### src/rtl/mainfsm_ctrl_if.sv
// mainfsm_ctrl_if: control bus between the main FSM (master) and the multicycle datapath (slave)
// Ports: Op, Funct, mem_ready from datapath; IRWrite, AdrSrc, ALUSrcA, ALUSrcB, ResultSrc,
//        ALUOp, NextPC, RegW, MemW, Branch, illegal to datapath / condition logic
interface mainfsm_ctrl_if;
    logic [1:0] Op;
    logic [5:0] Funct;
    logic       mem_ready;
    logic       IRWrite;
    logic       AdrSrc;
    logic       ALUSrcA;
    logic [1:0] ALUSrcB;
    logic [1:0] ResultSrc;
    logic       ALUOp;
    logic       NextPC;
    logic       RegW;
    logic       MemW;
    logic       Branch;
    logic       illegal;
    modport master (
        input  Op, Funct, mem_ready,
        output IRWrite, AdrSrc, ALUSrcA, ALUSrcB, ResultSrc, ALUOp, NextPC, RegW, MemW, Branch, illegal
    );
    modport slave (
        output Op, Funct, mem_ready,
        input  IRWrite, AdrSrc, ALUSrcA, ALUSrcB, ResultSrc, ALUOp, NextPC, RegW, MemW, Branch, illegal
    );
endinterface

### src/rtl/mainfsm_ctrl.sv
// mainfsm_ctrl: main control FSM of the multicycle ARMv4 core with retired-instruction counter
// Ports: clk, reset_n (sync, active-low), bus (mainfsm_ctrl_if.master), state (debug),
//        instr_count (saturating completed-instruction count)
// Option: define MAINFSM_MEM_WAIT_EN to stall FETCH/MEMREAD/MEMWRITE until mem_ready
module mainfsm_ctrl #(
    parameter int CNT_W = 32
) (
    input  logic             clk,
    input  logic             reset_n,
    mainfsm_ctrl_if.master   bus,
    output logic [3:0]       state,
    output logic [CNT_W-1:0] instr_count
);
    localparam logic [3:0] FETCH    = 4'd0;
    localparam logic [3:0] DECODE   = 4'd1;
    localparam logic [3:0] MEMADR   = 4'd2;
    localparam logic [3:0] MEMREAD  = 4'd3;
    localparam logic [3:0] MEMWB    = 4'd4;
    localparam logic [3:0] MEMWRITE = 4'd5;
    localparam logic [3:0] EXECUTER = 4'd6;
    localparam logic [3:0] EXECUTEI = 4'd7;
    localparam logic [3:0] ALUWB    = 4'd8;
    localparam logic [3:0] BRANCH   = 4'd9;
    localparam logic [3:0] UNKNOWN  = 4'd10;
    logic [3:0] state_nx;
    logic       done;
    logic       mem_ok;
`ifdef MAINFSM_MEM_WAIT_EN
    assign mem_ok = bus.mem_ready;
`else
    // mem_ready is read but has no effect without wait states
    assign mem_ok = bus.mem_ready | 1'b1;
`endif
    always_ff @(posedge clk) begin
        if (!reset_n) state <= FETCH;
        else state <= state_nx;
    end
    // done marks the edge on which an instruction retires
    always_comb begin
        state_nx = FETCH;
        done = 1'b0;
        case (state)
            FETCH:    state_nx = mem_ok ? DECODE : FETCH;
            DECODE:   state_nx = bus.Op == 2'b01 ? MEMADR :
                                 bus.Op == 2'b10 ? BRANCH :
                                 bus.Op == 2'b11 ? UNKNOWN :
                                 bus.Funct[5] ? EXECUTEI : EXECUTER;
            MEMADR:   state_nx = bus.Funct[0] ? MEMREAD : MEMWRITE;
            MEMREAD:  state_nx = mem_ok ? MEMWB : MEMREAD;
            MEMWRITE: begin
                state_nx = mem_ok ? FETCH : MEMWRITE;
                done = mem_ok;
            end
            EXECUTER, EXECUTEI: state_nx = ALUWB;
            MEMWB, ALUWB, BRANCH: done = 1'b1;
            default: state_nx = FETCH;
        endcase
    end
    // enables are gated by reset_n so nothing writes while reset is held
    always_comb begin
        bus.IRWrite = 1'b0;
        bus.AdrSrc = 1'b0;
        bus.ALUSrcA = 1'b0;
        bus.ALUSrcB = 2'b00;
        bus.ResultSrc = 2'b00;
        bus.ALUOp = 1'b0;
        bus.NextPC = 1'b0;
        bus.RegW = 1'b0;
        bus.MemW = 1'b0;
        bus.Branch = 1'b0;
        bus.illegal = 1'b0;
        case (state)
            FETCH: begin
                bus.IRWrite = reset_n & mem_ok;
                bus.NextPC = reset_n & mem_ok;
                bus.ALUSrcA = 1'b1;
                bus.ALUSrcB = 2'b10;
                bus.ResultSrc = 2'b10;
            end
            DECODE: begin
                bus.ALUSrcA = 1'b1;
                bus.ALUSrcB = 2'b10;
                bus.ResultSrc = 2'b10;
            end
            MEMADR:   bus.ALUSrcB = 2'b01;
            MEMREAD:  bus.AdrSrc = 1'b1;
            MEMWB: begin
                bus.ResultSrc = 2'b01;
                bus.RegW = reset_n;
            end
            MEMWRITE: begin
                bus.AdrSrc = 1'b1;
                bus.MemW = reset_n;
            end
            EXECUTER: bus.ALUOp = 1'b1;
            EXECUTEI: begin
                bus.ALUSrcB = 2'b01;
                bus.ALUOp = 1'b1;
            end
            ALUWB:    bus.RegW = reset_n;
            BRANCH: begin
                bus.ALUSrcB = 2'b01;
                bus.ResultSrc = 2'b10;
                bus.Branch = reset_n;
            end
            UNKNOWN:  bus.illegal = reset_n;
            default: ;
        endcase
    end
    always_ff @(posedge clk) begin
        if (!reset_n) instr_count <= '0;
        else if (done && !(&instr_count)) instr_count <= instr_count + 1'b1;
    end
endmodule

### src/flat_wrapper.sv
// flat-port wrapper written by rule: the top's interface ports become plain ports
module mainfsm_ctrl_flat 
#(
    parameter int CNT_W = 32
)
  (clk, reset_n, state, instr_count, bus_Op, bus_Funct, bus_mem_ready, bus_IRWrite, bus_AdrSrc, bus_ALUSrcA, bus_ALUSrcB, bus_ResultSrc, bus_ALUOp, bus_NextPC, bus_RegW, bus_MemW, bus_Branch, bus_illegal);
  mainfsm_ctrl_if bus_i ();
  input  logic clk;
  input  logic reset_n;
  output logic [3:0] state;
  output logic [CNT_W-1:0] instr_count;
  input wire logic [$bits(bus_i.Op)-1:0] bus_Op;
  input wire logic [$bits(bus_i.Funct)-1:0] bus_Funct;
  input wire logic [$bits(bus_i.mem_ready)-1:0] bus_mem_ready;
  output wire logic [$bits(bus_i.IRWrite)-1:0] bus_IRWrite;
  output wire logic [$bits(bus_i.AdrSrc)-1:0] bus_AdrSrc;
  output wire logic [$bits(bus_i.ALUSrcA)-1:0] bus_ALUSrcA;
  output wire logic [$bits(bus_i.ALUSrcB)-1:0] bus_ALUSrcB;
  output wire logic [$bits(bus_i.ResultSrc)-1:0] bus_ResultSrc;
  output wire logic [$bits(bus_i.ALUOp)-1:0] bus_ALUOp;
  output wire logic [$bits(bus_i.NextPC)-1:0] bus_NextPC;
  output wire logic [$bits(bus_i.RegW)-1:0] bus_RegW;
  output wire logic [$bits(bus_i.MemW)-1:0] bus_MemW;
  output wire logic [$bits(bus_i.Branch)-1:0] bus_Branch;
  output wire logic [$bits(bus_i.illegal)-1:0] bus_illegal;
  assign bus_i.Op = bus_Op;
  assign bus_i.Funct = bus_Funct;
  assign bus_i.mem_ready = bus_mem_ready;
  assign bus_IRWrite = bus_i.IRWrite;
  assign bus_AdrSrc = bus_i.AdrSrc;
  assign bus_ALUSrcA = bus_i.ALUSrcA;
  assign bus_ALUSrcB = bus_i.ALUSrcB;
  assign bus_ResultSrc = bus_i.ResultSrc;
  assign bus_ALUOp = bus_i.ALUOp;
  assign bus_NextPC = bus_i.NextPC;
  assign bus_RegW = bus_i.RegW;
  assign bus_MemW = bus_i.MemW;
  assign bus_Branch = bus_i.Branch;
  assign bus_illegal = bus_i.illegal;
  mainfsm_ctrl #(.CNT_W(CNT_W)) u_core (.clk(clk), .reset_n(reset_n), .bus(bus_i), .state(state), .instr_count(instr_count));
endmodule
### config.mk
export PLATFORM = sky130hd
export DESIGN_NAME = mainfsm_ctrl_flat
export DESIGN_NICKNAME = d
export VERILOG_FILES = /design/src/rtl/mainfsm_ctrl_if.sv /design/src/rtl/mainfsm_ctrl.sv /design/src/flat_wrapper.sv
export SDC_FILE = /design/constraint.sdc
export NUM_CORES = 1
export LEC_CHECK = 0
export BUFFER_PORTS_ARGS = -buffer_cell sky130_fd_sc_hd__buf_4
export CORE_UTILIZATION = 30
export CTS_CLUSTER_SIZE = 24
export DETAILED_ROUTE_END_ITERATION = 16
export PLACE_DENSITY = 0.5
export SYNTH_ARGS = -nofsm -noshare
export SYNTH_HDL_FRONTEND = slang
export SYNTH_SLANG_ARGS = --single-unit
### constraint.sdc
create_clock -name clk -period 1.9 [get_ports clk]
set_input_delay 0.19 -clock clk [delete_from_list [all_inputs] [get_ports clk]]
set_output_delay 0.19 -clock clk [all_outputs]
set_load 0.005 [all_outputs]
==> impl_metrics.json, run 1 <==
{
  "crit_chain": "nand4b_1, or4_4, a211o_4, or4_4, a21oi_1",
  "busiest_layer": "met2",
  "post-route-drc-count": 0,
  "use_met3": 0.0338,
  "ys_warn_count": 0,
  "drt_iter0_drc": 125,
  "routed_wl_um": 6070,
  "startpoint": "u_core.state[1]$_SDFF_PN0_",
  "clock-sinks": 36,
  "period_needed_ps": 2020,
  "cts_root_buf": "clkbuf_8",
  "cp_max_fo": 5,
  "numCtsBuffers": 5,
  "use_met1": 0.247,
  "holdCritPathClass": "input port to flip-flop",
  "fin_crit_sh": 1.06,
  "r2r_setup_slack_ps": -120,
  "grt_pass1_vias": 2007,
  "ys_seq_elements": 36,
  "wl_per_cell_um": 14.1,
  "fin_skew_ps": 4.61,
  "worstSetupPathType": "flip-flop to flip-flop",
  "maxSlewHeadroom": 0.647,
  "violations": "setup timing",
  "dpl.cell_count": 417,
  "clk_path_buf_depth": 2,
  "h-tree-depth": 2,
  "cp_slowest_cell": "or4_4",
  "clkTransAtPathRegs_ps": 70,
  "antenna_found_initial": 0,
  "holdWs_ps": 161,
  "final.setup.tns_ps": -386,
  "syn-num-nets": 259,
  "synthCells": 247,
  "outcome": "complete, but fails checks",
  "coreArea_sq_um": 6310,
  "initial_core_util": 0.311,
  "ys_types": 36,
  "final_util": 0.490,
  "grt.total_usage": 0.177,
  "antenna_cells": 0,
  "vias_per_cell": 5.21,
  "crit_required_ps": 2120,
  "most-common-layout-cells": "buf_4 (109), nor2_1 (31), dfxtp_1 (23), nand4_1 (15)",
  "syn_area_per_cell_sq_um": 7.94,
  "cp-endpoint": "u_core.instr_count[31]$_SDFFE_PN0P_",
  "maxCapViolCount": 0,
  "insertion_delay_ps": 290,
  "critPathLaunchType": "flip-flop",
  "die-area_sq_um": 6860,
  "finalWorstSetupSlack_ps": -120,
  "p_leak_nw": 1.24,
  "io_buffer_count": 54,
  "reg2reg_to": "u_core.instr_count[31]$_SDFFE_PN0P_",
  "worst_pin_slew_ps": 526,
  "ant_nets": 0,
  "fin_nets": 363,
  "place_congestion": 0.752,
  "syn_area_sq_um": 1960,
  "cts_tree": "yes",
  "final_cells": 429,
  "final_area_sq_um": 3090,
  "critPathMaxStageDelay_ps": 560,
  "num_vias": 2236,
  "grt_pass1_wl_um": 9830,
  "rows": 29,
  "cellPowerDensity_nw_per_um2": 513,
  "reg2reg_from": "u_core.state[1]$_SDFF_PN0_",
  "finalPower_mw": 1.59,
  "drive_above_1_share": 0.435,
  "mostFrequentLayoutCell": "buf_4",
  "first_pass_iters": 4,
  "seq_area_frac_synth": 0.368,
  "reg2reg_depth": 5,
  "worstPathArrival_ps": 2240,
  "setup_viol": 8,
  "place_area_sq_um": 2850,
  "fmax_mhz": 495,
  "path_common_cell": "or4_4",
  "irDropWorstVdd_v": 0.000249,
  "grt_overflow": 0,
  "rsz0062_at_grt": "yes",
  "grt_max_degree": 31,
  "die_x_um": 82.8,
  "use_met2": 0.276,
  "dp_hpwl_um": 4250,
  "finalHoldViolCount": 0,
  "die_h_um": 82.8,
  "cp-end-kind": "flip-flop",
  "io_pins": 60,
  "dp_slack_ps": -176,
  "area_growth_pct": 57.8,
  "drv_slew": 0
}
[worst max-delay path, delay by kind of cell (launching register included)]
family	cells	cell delay, ps
and+or+nand+nor	3	1190
DFF	1	310
AOI/OAI and AO/OA	2	440
[metal layers]
layer  part of all wire  wire [um]
met1               0.49       2960
met5                  0          0
met3              0.039        236
met4              0.015         88
met2               0.46       2780
[where the power goes]
group,internal (mW),total [mW],switching [mW]
sequential,0.761,0.773,0.0120
combinational,0.101,0.208,0.107
clock,0.331,0.607,0.276
total,1.19,1.59,0.395
[flip-flops by register name, summed over array words and instances, names as in the netlist]
signal              cells
u_core.state            4
u_core.instr_count     32
[logic make-up after synthesis]
group           synth area share
compound gates             0.131
flops                      0.368
buf+inv                   0.0408
xor+xnor                  0.0983
mux                       0.0204
simple gates               0.335
fa+ha+maj                0.00638
[final cells by class]
cell class | count | area [sq um]
multi-input cells | 193 | 1310
clock buffers | 8 | 100
fillers | 663 | 3220
inverters | 6 | 22.5
well taps | 77 | 96.3
repair buffers | 109 | 818
flip-flops and latches | 36 | 749
[timing repair]
action	in CTS	in global routing
gates resized for setup	6	19
hold endpoints to repair	0	0
pin swaps	2	8
hold buffers	0	0
setup endpoints to repair	10	33
gates cloned	1	1
buffers inserted	1	1
[Yosys cell counts (all sizes together)]
cell type / instances / area, sq um
a211o: 1 / 8.76
o2bb2ai: 1 / 8.76
dfxtp: 36 / 721
o211ai: 3 / 22.5
xor2: 9 / 78.8
and4: 5 / 43.8
mux2i: 4 / 40.0
nor3b: 1 / 7.51
nand4b: 1 / 8.76
a211oi: 5 / 37.5
or4: 6 / 48.8
nand2: 14 / 52.6
nor4: 12 / 75.1
nor3: 7 / 35.0
ha: 1 / 12.5
clkbuf: 11 / 41.3
o31ai: 2 / 15.0
nand4: 16 / 106
o21ai: 13 / 65.1
nor2: 31 / 116
a21oi: 15 / 75.1
and3: 1 / 6.26
inv: 6 / 22.5
xnor2: 13 / 114
o2111ai: 2 / 17.5
nand2b: 5 / 31.3
and2: 3 / 18.8
or3: 7 / 43.8
buf: 3 / 16.3
nand3: 10 / 50.1
or2: 2 / 12.5
a21o: 1 / 7.51
[worst min-delay path by stage]
stage                 startpoint                         end  slack, ps  cells after the start
CTS                 bus_Funct[0]  u_core.state[2]$_SDFF_PN0_        150                      3
global placement    bus_Funct[0]  u_core.state[2]$_SDFF_PN0_        460                      3
floorplan           bus_Funct[0]  u_core.state[1]$_SDFF_PN0_        350                      2
detailed placement  bus_Funct[0]  u_core.state[2]$_SDFF_PN0_        470                      3
global route        bus_Funct[0]  u_core.state[2]$_SDFF_PN0_        180                      3
finish              bus_Funct[0]  u_core.state[2]$_SDFF_PN0_        160                      3
Note: power is estimated with default switching activity, not from simulation.
==> inputs of run 2 (changes only) <==
--- a/config.mk
+++ b/config.mk
@@ -5,11 +5,14 @@
 export SDC_FILE = /design/constraint.sdc
 export NUM_CORES = 1
 export LEC_CHECK = 0
+export ABC_AREA = 1
 export BUFFER_PORTS_ARGS = -buffer_cell sky130_fd_sc_hd__buf_4
+export CORE_ASPECT_RATIO = 0.6
 export CORE_UTILIZATION = 30
 export CTS_CLUSTER_SIZE = 24
 export DETAILED_ROUTE_END_ITERATION = 16
-export PLACE_DENSITY = 0.5
+export GPL_TIMING_DRIVEN = 0
+export PLACE_DENSITY = 0.49
 export SYNTH_ARGS = -nofsm -noshare
 export SYNTH_HDL_FRONTEND = slang
 export SYNTH_SLANG_ARGS = --single-unit
==> impl_metrics.json, run 2 <==
{
  "routed_wl_um": 7020,
  "synthTopCellsByCount": "nand2_1 (95), nor2_1 (92), dfxtp_1 (36)",
  "most-common-layout-cells": "nand2_1 (95), nor2_1 (89), buf_4 (55), nand3_1 (35)",
  "hp-start": "bus_Funct[0]",
  "first_pass_iters": 4,
  "path_common_cell": "nand2_1",
  "finalHoldViolCount": 0,
  "regMostFlops": "u_core.instr_count",
  "rows": 24,
  "finalWorstSetupSlack_ps": 131,
  "largest_reg_flops": 32,
  "sw_frac_of_total": 0.250,
  "ant_nets": 0,
  "syn_area_sq_um": 2260,
  "crit_required_ps": 2070,
  "p_int_mw": 1.38,
  "initial_core_util": 0.310,
  "drive_above_1_share": 0.213,
  "syn_area_per_cell_sq_um": 6.06,
  "p_seq_frac": 0.426,
  "cts_hold_repair.buffers": 0,
  "cts_root_buf": "clkbuf_16",
  "final_area_sq_um": 2960,
  "cp-end-kind": "flip-flop",
  "die_x_um": 114,
  "place_congestion": 0.813,
  "fmax_mhz": 565,
  "setup_viol": 0,
  "p_comb_frac": 0.117,
  "worstPathArrival_ps": 1940,
  "synth_top_cell_area_share": 0.318,
  "synth_ff_type": "dfxtp_1",
  "p_leak_nw": 1.27,
  "cellPowerDensity_nw_per_um2": 622,
  "critical_path.top_delay_family": "simple AND/OR/NAND/NOR gates",
  "maxCapViolCount": 0,
  "pwr-share-clk": 0.457,
  "grt_pass1_wl_um": 11300,
  "reg2reg_to": "u_core.instr_count[23]$_SDFFE_PN0P_",
  "crit_chain": "nand2_1, nor2_1, nand2_1, nor2_2, nand2_1, nor2_1, nand3_1, nand2_1, nor2_1",
  "hold_end": "u_core.state[1]$_SDFF_PN0_",
  "grt_overflow": 0,
  "fin_skew_ps": 4.53,
  "holdCritPathClass": "input port to flip-flop",
  "critPathLaunchType": "flip-flop",
  "worst_pin_slew_ps": 594,
  "clk_path_buf_depth": 2,
  "mostFrequentLayoutCell": "nand2_1",
  "io_buffer_count": 54,
  "dp_slack_ps": 98.2,
  "reg2reg_depth": 9,
  "cp_slowest_cell": "dfxtp_1",
  "reg2reg_from": "u_core.instr_count[2]$_SDFFE_PN0P_",
  "cp_max_fo": 6,
  "io_pins": 60,
  "final.setup.tns_ps": 0,
  "drt_iter0_drc": 110,
  "critPathMaxStageDelay_ps": 430,
  "final_util": 0.406,
  "post-route-drc-count": 0,
  "ys_warn_count": 0,
  "syn-num-nets": 386,
  "path_depth": 9,
  "die_h_um": 69.3,
  "area_growth_pct": 30.9,
  "antenna_cells": 0,
  "r2r_setup_slack_ps": 130,
  "place_area_sq_um": 2800,
  "worstSetupPathType": "flip-flop to flip-flop",
  "maxSlewHeadroom": 0.604,
  "h-tree-depth": 2,
  "outcome": "complete, no violations",
  "final_cells": 540,
  "coreArea_sq_um": 7300,
  "ys_seq_elements": 36,
  "num_vias": 2518,
  "finalPower_mw": 1.84,
  "holdWs_ps": 175,
  "cts_tree": "yes",
  "numCtsBuffers": 5,
  "fin_nets": 447,
  "synthCells": 374,
  "synthTopCellsByArea": "dfxtp_1 (32%), nand2_1 (16%), nor2_1 (15%)",
  "period_needed_ps": 1770,
  "antenna_found_initial": 0,
  "hold_depth": 3,
  "seq_area_frac_synth": 0.318,
  "clock-sinks": 36,
  "grt_max_degree": 11,
  "ys_types": 29,
  "insertion_delay_ps": 280,
  "yosys.area.top_type": "dfxtp_1",
  "vias_per_cell": 4.66,
  "clkTransAtPathRegs_ps": 60,
  "die-area_sq_um": 7910,
  "grt.total_usage": 0.187,
  "drv_slew": 0,
  "synth-async-reset-ratio": 0,
  "dpl.cell_count": 532,
  "synth_edf_count": 0,
  "irDropWorstVdd_v": 0.000266,
  "grt_pass1_vias": 2177,
  "post-cts-setup-buffers": 0,
  "path_buf_inv": 0,
  "dp_hpwl_um": 5480,
  "rsz0062_at_grt": "no",
  "netSwitchingPower_mw": 0.460,
  "reg.largest.list": "u_core.instr_count (32), u_core.state (4)",
  "yosysMostFrequentCell": "nand2_1",
  "wl_per_cell_um": 13.0,
  "fin_crit_sh": 0.931
}
==> run 2: cell count changes in the layout (fill, tap and decap cells not counted), sizes merged, moves of 8 or more <==
cell and change:
nand3 +25, nor2 +72, inv +30, xnor2 -12
o21ai -8, nor4 -12, buf -48, nand4 -9
nand2 +87
==> run 2: worst reg2reg max path: stages (launching register included) <==
cell and delay, ps:
dfxtp_1 430, nand2_1 90, nor2_1 330, nand2_1 190, nor2_2 210, nand2_1 80, nor2_1 140, nand3_1 80
nand2_1 60, nor2_1 40
==> run 2: worst max path at each step <==
stage / start / endpoint
final: u_core.instr_count[2]$_SDFFE_PN0P_ / u_core.instr_count[23]$_SDFFE_PN0P_
after global routing: u_core.instr_count[2]$_SDFFE_PN0P_ / u_core.instr_count[19]$_SDFFE_PN0P_
after CTS: u_core.instr_count[0]$_SDFFE_PN0P_ / u_core.instr_count[20]$_SDFFE_PN0P_
after detailed placement: u_core.instr_count[0]$_SDFFE_PN0P_ / u_core.instr_count[20]$_SDFFE_PN0P_
after global placement: u_core.instr_count[0]$_SDFFE_PN0P_ / u_core.instr_count[20]$_SDFFE_PN0P_
after floorplan: u_core.instr_count[0]$_SDFFE_PN0P_ / u_core.instr_count[16]$_SDFFE_PN0P_
==> run 2: per-layer routing <==
metal,up-vias,GRT usage,wire (um)
met4,0,0.0519,38
met1,1145,0.302,3830
li1,1323,-,-
met5,-,0,0
met2,46,0.234,2670
met3,4,0.0472,478
==> run 2: final cells by class <==
cell class                      instances  area, sq um
Timing Repair Buffer                   54          405
Fill cell                             799         4330
Sequential cell                        36          723
Multi-Input combinational cell        292         1360
Buffer                                  9         57.6
Tap cell                              104          130
Clock buffer                            8          146
Inverter                               37          139
==> run 2: kinds of logic (layout without fill, tap and decap cells) <==
logic type / after synthesis / after routing / share of synthesized area
simple gates: 255 / 255 / 0.499
buf+inv: 46 / 108 / 0.0867
flops: 36 / 36 / 0.318
compound gates: 33 / 33 / 0.0785
xor+xnor: 3 / 3 / 0.0116
fa+ha+maj: 1 / 1 / 0.00552
==> run 2: power groups by stage <==
stage               logic (mW)  clock network [mW]  registers [mW]
floorplan                0.112                   0           0.798
global placement         0.214                   0           0.800
detailed placement       0.213                   0           0.800
CTS                      0.214               0.857           0.784
global route             0.240               0.894           0.788
finish                   0.216               0.842           0.786
==> run 2: repair_timing <==
item | in CTS | in global routing
setup endpoints to repair | 0 | 25
gates resized for setup | 0 | 8
hold endpoints to repair | 0 | 0
==> inputs of run 3 (changes only) <==
--- a/config.mk
+++ b/config.mk
@@ -6,8 +6,9 @@
 export NUM_CORES = 1
 export LEC_CHECK = 0
 export ABC_AREA = 1
+export ABC_CLOCK_PERIOD_IN_PS = 1900
 export BUFFER_PORTS_ARGS = -buffer_cell sky130_fd_sc_hd__buf_4
-export CORE_ASPECT_RATIO = 0.6
+export CORE_ASPECT_RATIO = 0.9
 export CORE_UTILIZATION = 30
 export CTS_CLUSTER_SIZE = 24
 export DETAILED_ROUTE_END_ITERATION = 16
==> impl_metrics.json, run 3 (same netlist as run 2, synthesis figures left out) <==
{
  "outcome": "complete, no violations",
  "cts_tree": "yes",
  "grt_pass1_vias": 2117,
  "final.setup.tns_ps": 0,
  "post-cts-setup-buffers": 0,
  "reg.largest.list": "u_core.instr_count (32), u_core.state (4)",
  "drive_above_1_share": 0.204,
  "place_congestion": 0.875,
  "routed_wl_um": 6710,
  "grt_pass1_wl_um": 10700,
  "p_seq_frac": 0.494,
  "antenna_found_initial": 0,
  "worst_pin_slew_ps": 569,
  "maxSlewHeadroom": 0.620,
  "io_pins": 60,
  "period_needed_ps": 1750,
  "regMostFlops": "u_core.instr_count",
  "p_comb_frac": 0.133,
  "coreArea_sq_um": 7180,
  "post-route-drc-count": 0,
  "die_h_um": 84.4,
  "initial_core_util": 0.315,
  "vias_per_cell": 4.66,
  "fin_skew_ps": 4.54,
  "sw_frac_of_total": 0.271,
  "crit_required_ps": 1710,
  "dp_hpwl_um": 5320,
  "antenna_cells": 0,
  "cts_root_buf": "clkbuf_8",
  "irDropWorstVdd_v": 0.000200,
  "die_x_um": 93.6,
  "fmax_mhz": 572,
  "p_int_mw": 1.16,
  "setup_viol": 0,
  "holdWs_ps": 170,
  "ant_nets": 0,
  "grt.total_usage": 0.177,
  "cp-end-kind": "output pin",
  "clk_path_buf_depth": 2,
  "wl_per_cell_um": 12.7,
  "fin_crit_sh": 0.919,
  "rows": 29,
  "multi_input_area_sq_um": 1360,
  "h-tree-depth": 2,
  "clkTransAtPathRegs_ps": 70,
  "insertion_delay_ps": 300,
  "p_leak_nw": 1.25,
  "cellPowerDensity_nw_per_um2": 548,
  "worstPathArrival_ps": 1560,
  "rsz0062_at_grt": "no",
  "num-fill-cells": 803,
  "netSwitchingPower_mw": 0.429,
  "drt_iter0_drc": 128,
  "final_cells": 529,
  "most-common-layout-cells": "nand2_1 (95), nor2_1 (91), buf_4 (57), inv_1 (35), nand3_1 (35)",
  "mostFrequentLayoutCell": "nand2_1",
  "area_growth_pct": 27.8,
  "numCtsBuffers": 5,
  "final_util": 0.403,
  "grt_overflow": 0,
  "finalPower_mw": 1.59,
  "clock-sinks": 36,
  "die-area_sq_um": 7900,
  "finalHoldViolCount": 0,
  "worstSetupPathType": "flip-flop to output pin",
  "drv_slew": 0,
  "fin_nets": 447,
  "pwr-share-clk": 0.373,
  "largest_reg_flops": 32,
  "io_buffer_count": 54,
  "dpl.cell_count": 521,
  "first_pass_iters": 4,
  "grt_max_degree": 11,
  "critPathLaunchType": "flip-flop",
  "cp_max_fo": 9,
  "maxCapViolCount": 0,
  "regArea_sq_um": 723,
  "num_vias": 2467,
  "holdCritPathClass": "input port to flip-flop"
}
[run 3: changes by cell type in the layout (fill, tap and decap cells not counted)]
cell,previous run,this run
clkbuf_16,5,0
ha_1,0,1
inv_2,2,1
buf_2,4,1
inv_1,34,35
ha_2,1,0
clkbuf_4,0,1
clkbuf_8,1,6
nor2_1,89,91
buf_4,55,57
nor2_2,10,8
[run 3: critical path: stages (launching register included)]
cell	delay (ps)
dfxtp_1	330
clkbuf_4	190
inv_1	130
nor2_1	110
inv_1	40
nor2_1	110
inv_1	70
o311ai_0	90
buf_4	180
[run 3: layout make-up]
cell class | instances | share of cell area
repair buffers | 54 | 0.140
plain buffers | 9 | 0.0225
clock buffers | 8 | 0.0311
well taps | 93 | 0.0402
inverters | 37 | 0.0480
multi-input cells | 292 | 0.468
flip-flops and latches | 36 | 0.250
[run 3: per-layer routing]
metal,global-route usage,vias to the layer above,part of all wire
met4,0.0503,0,0.012
met1,0.254,1099,0.52
met5,0,-,0
li1,-,1315,-
met2,0.266,46,0.43
met3,0.0362,7,0.041
[run 3: through the flow]
step,area (sq um),worst slack (ps)
6_report,2890,153
5_1_grt,2890,9.13
4_1_cts,2880,81.2
3_5_place_dp,2790,92.1
3_3_place_gp,2790,100
2_1_floorplan,2260,287
[run 3: repair_timing]
item	4_1_cts	5_1_grt
hold buffers	0	0
endpoints found under the setup margin	0	12
gates resized for setup	0	9
[run 3: worst paths after layout]
kind | start | endpoint | slack (ps) | cells after the start
min reg2reg | u_core.instr_count[1]$_SDFFE_PN0P_ | u_core.instr_count[1]$_SDFFE_PN0P_ | 520 | 2
min | bus_Funct[0] | u_core.state[1]$_SDFF_PN0_ | 170 | 3
max | u_core.state[1]$_SDFF_PN0_ | bus_ALUSrcB[0] | 150 | 8
max reg2reg | u_core.instr_count[1]$_SDFFE_PN0P_ | u_core.instr_count[31]$_SDFFE_PN0P_ | 170 | 9
[run 3: power by group through the flow]
| stage | Sequential, mW | Clock (mW) | Combinational [mW] |
|---|---|---|---|
| after floorplan | 0.798 | 0 | 0.112 |
| after global placement | 0.801 | 0 | 0.211 |
| after global routing | 0.785 | 0.642 | 0.237 |
| after CTS | 0.782 | 0.611 | 0.210 |
| after detailed placement | 0.800 | 0 | 0.210 |
| final | 0.783 | 0.591 | 0.212 |
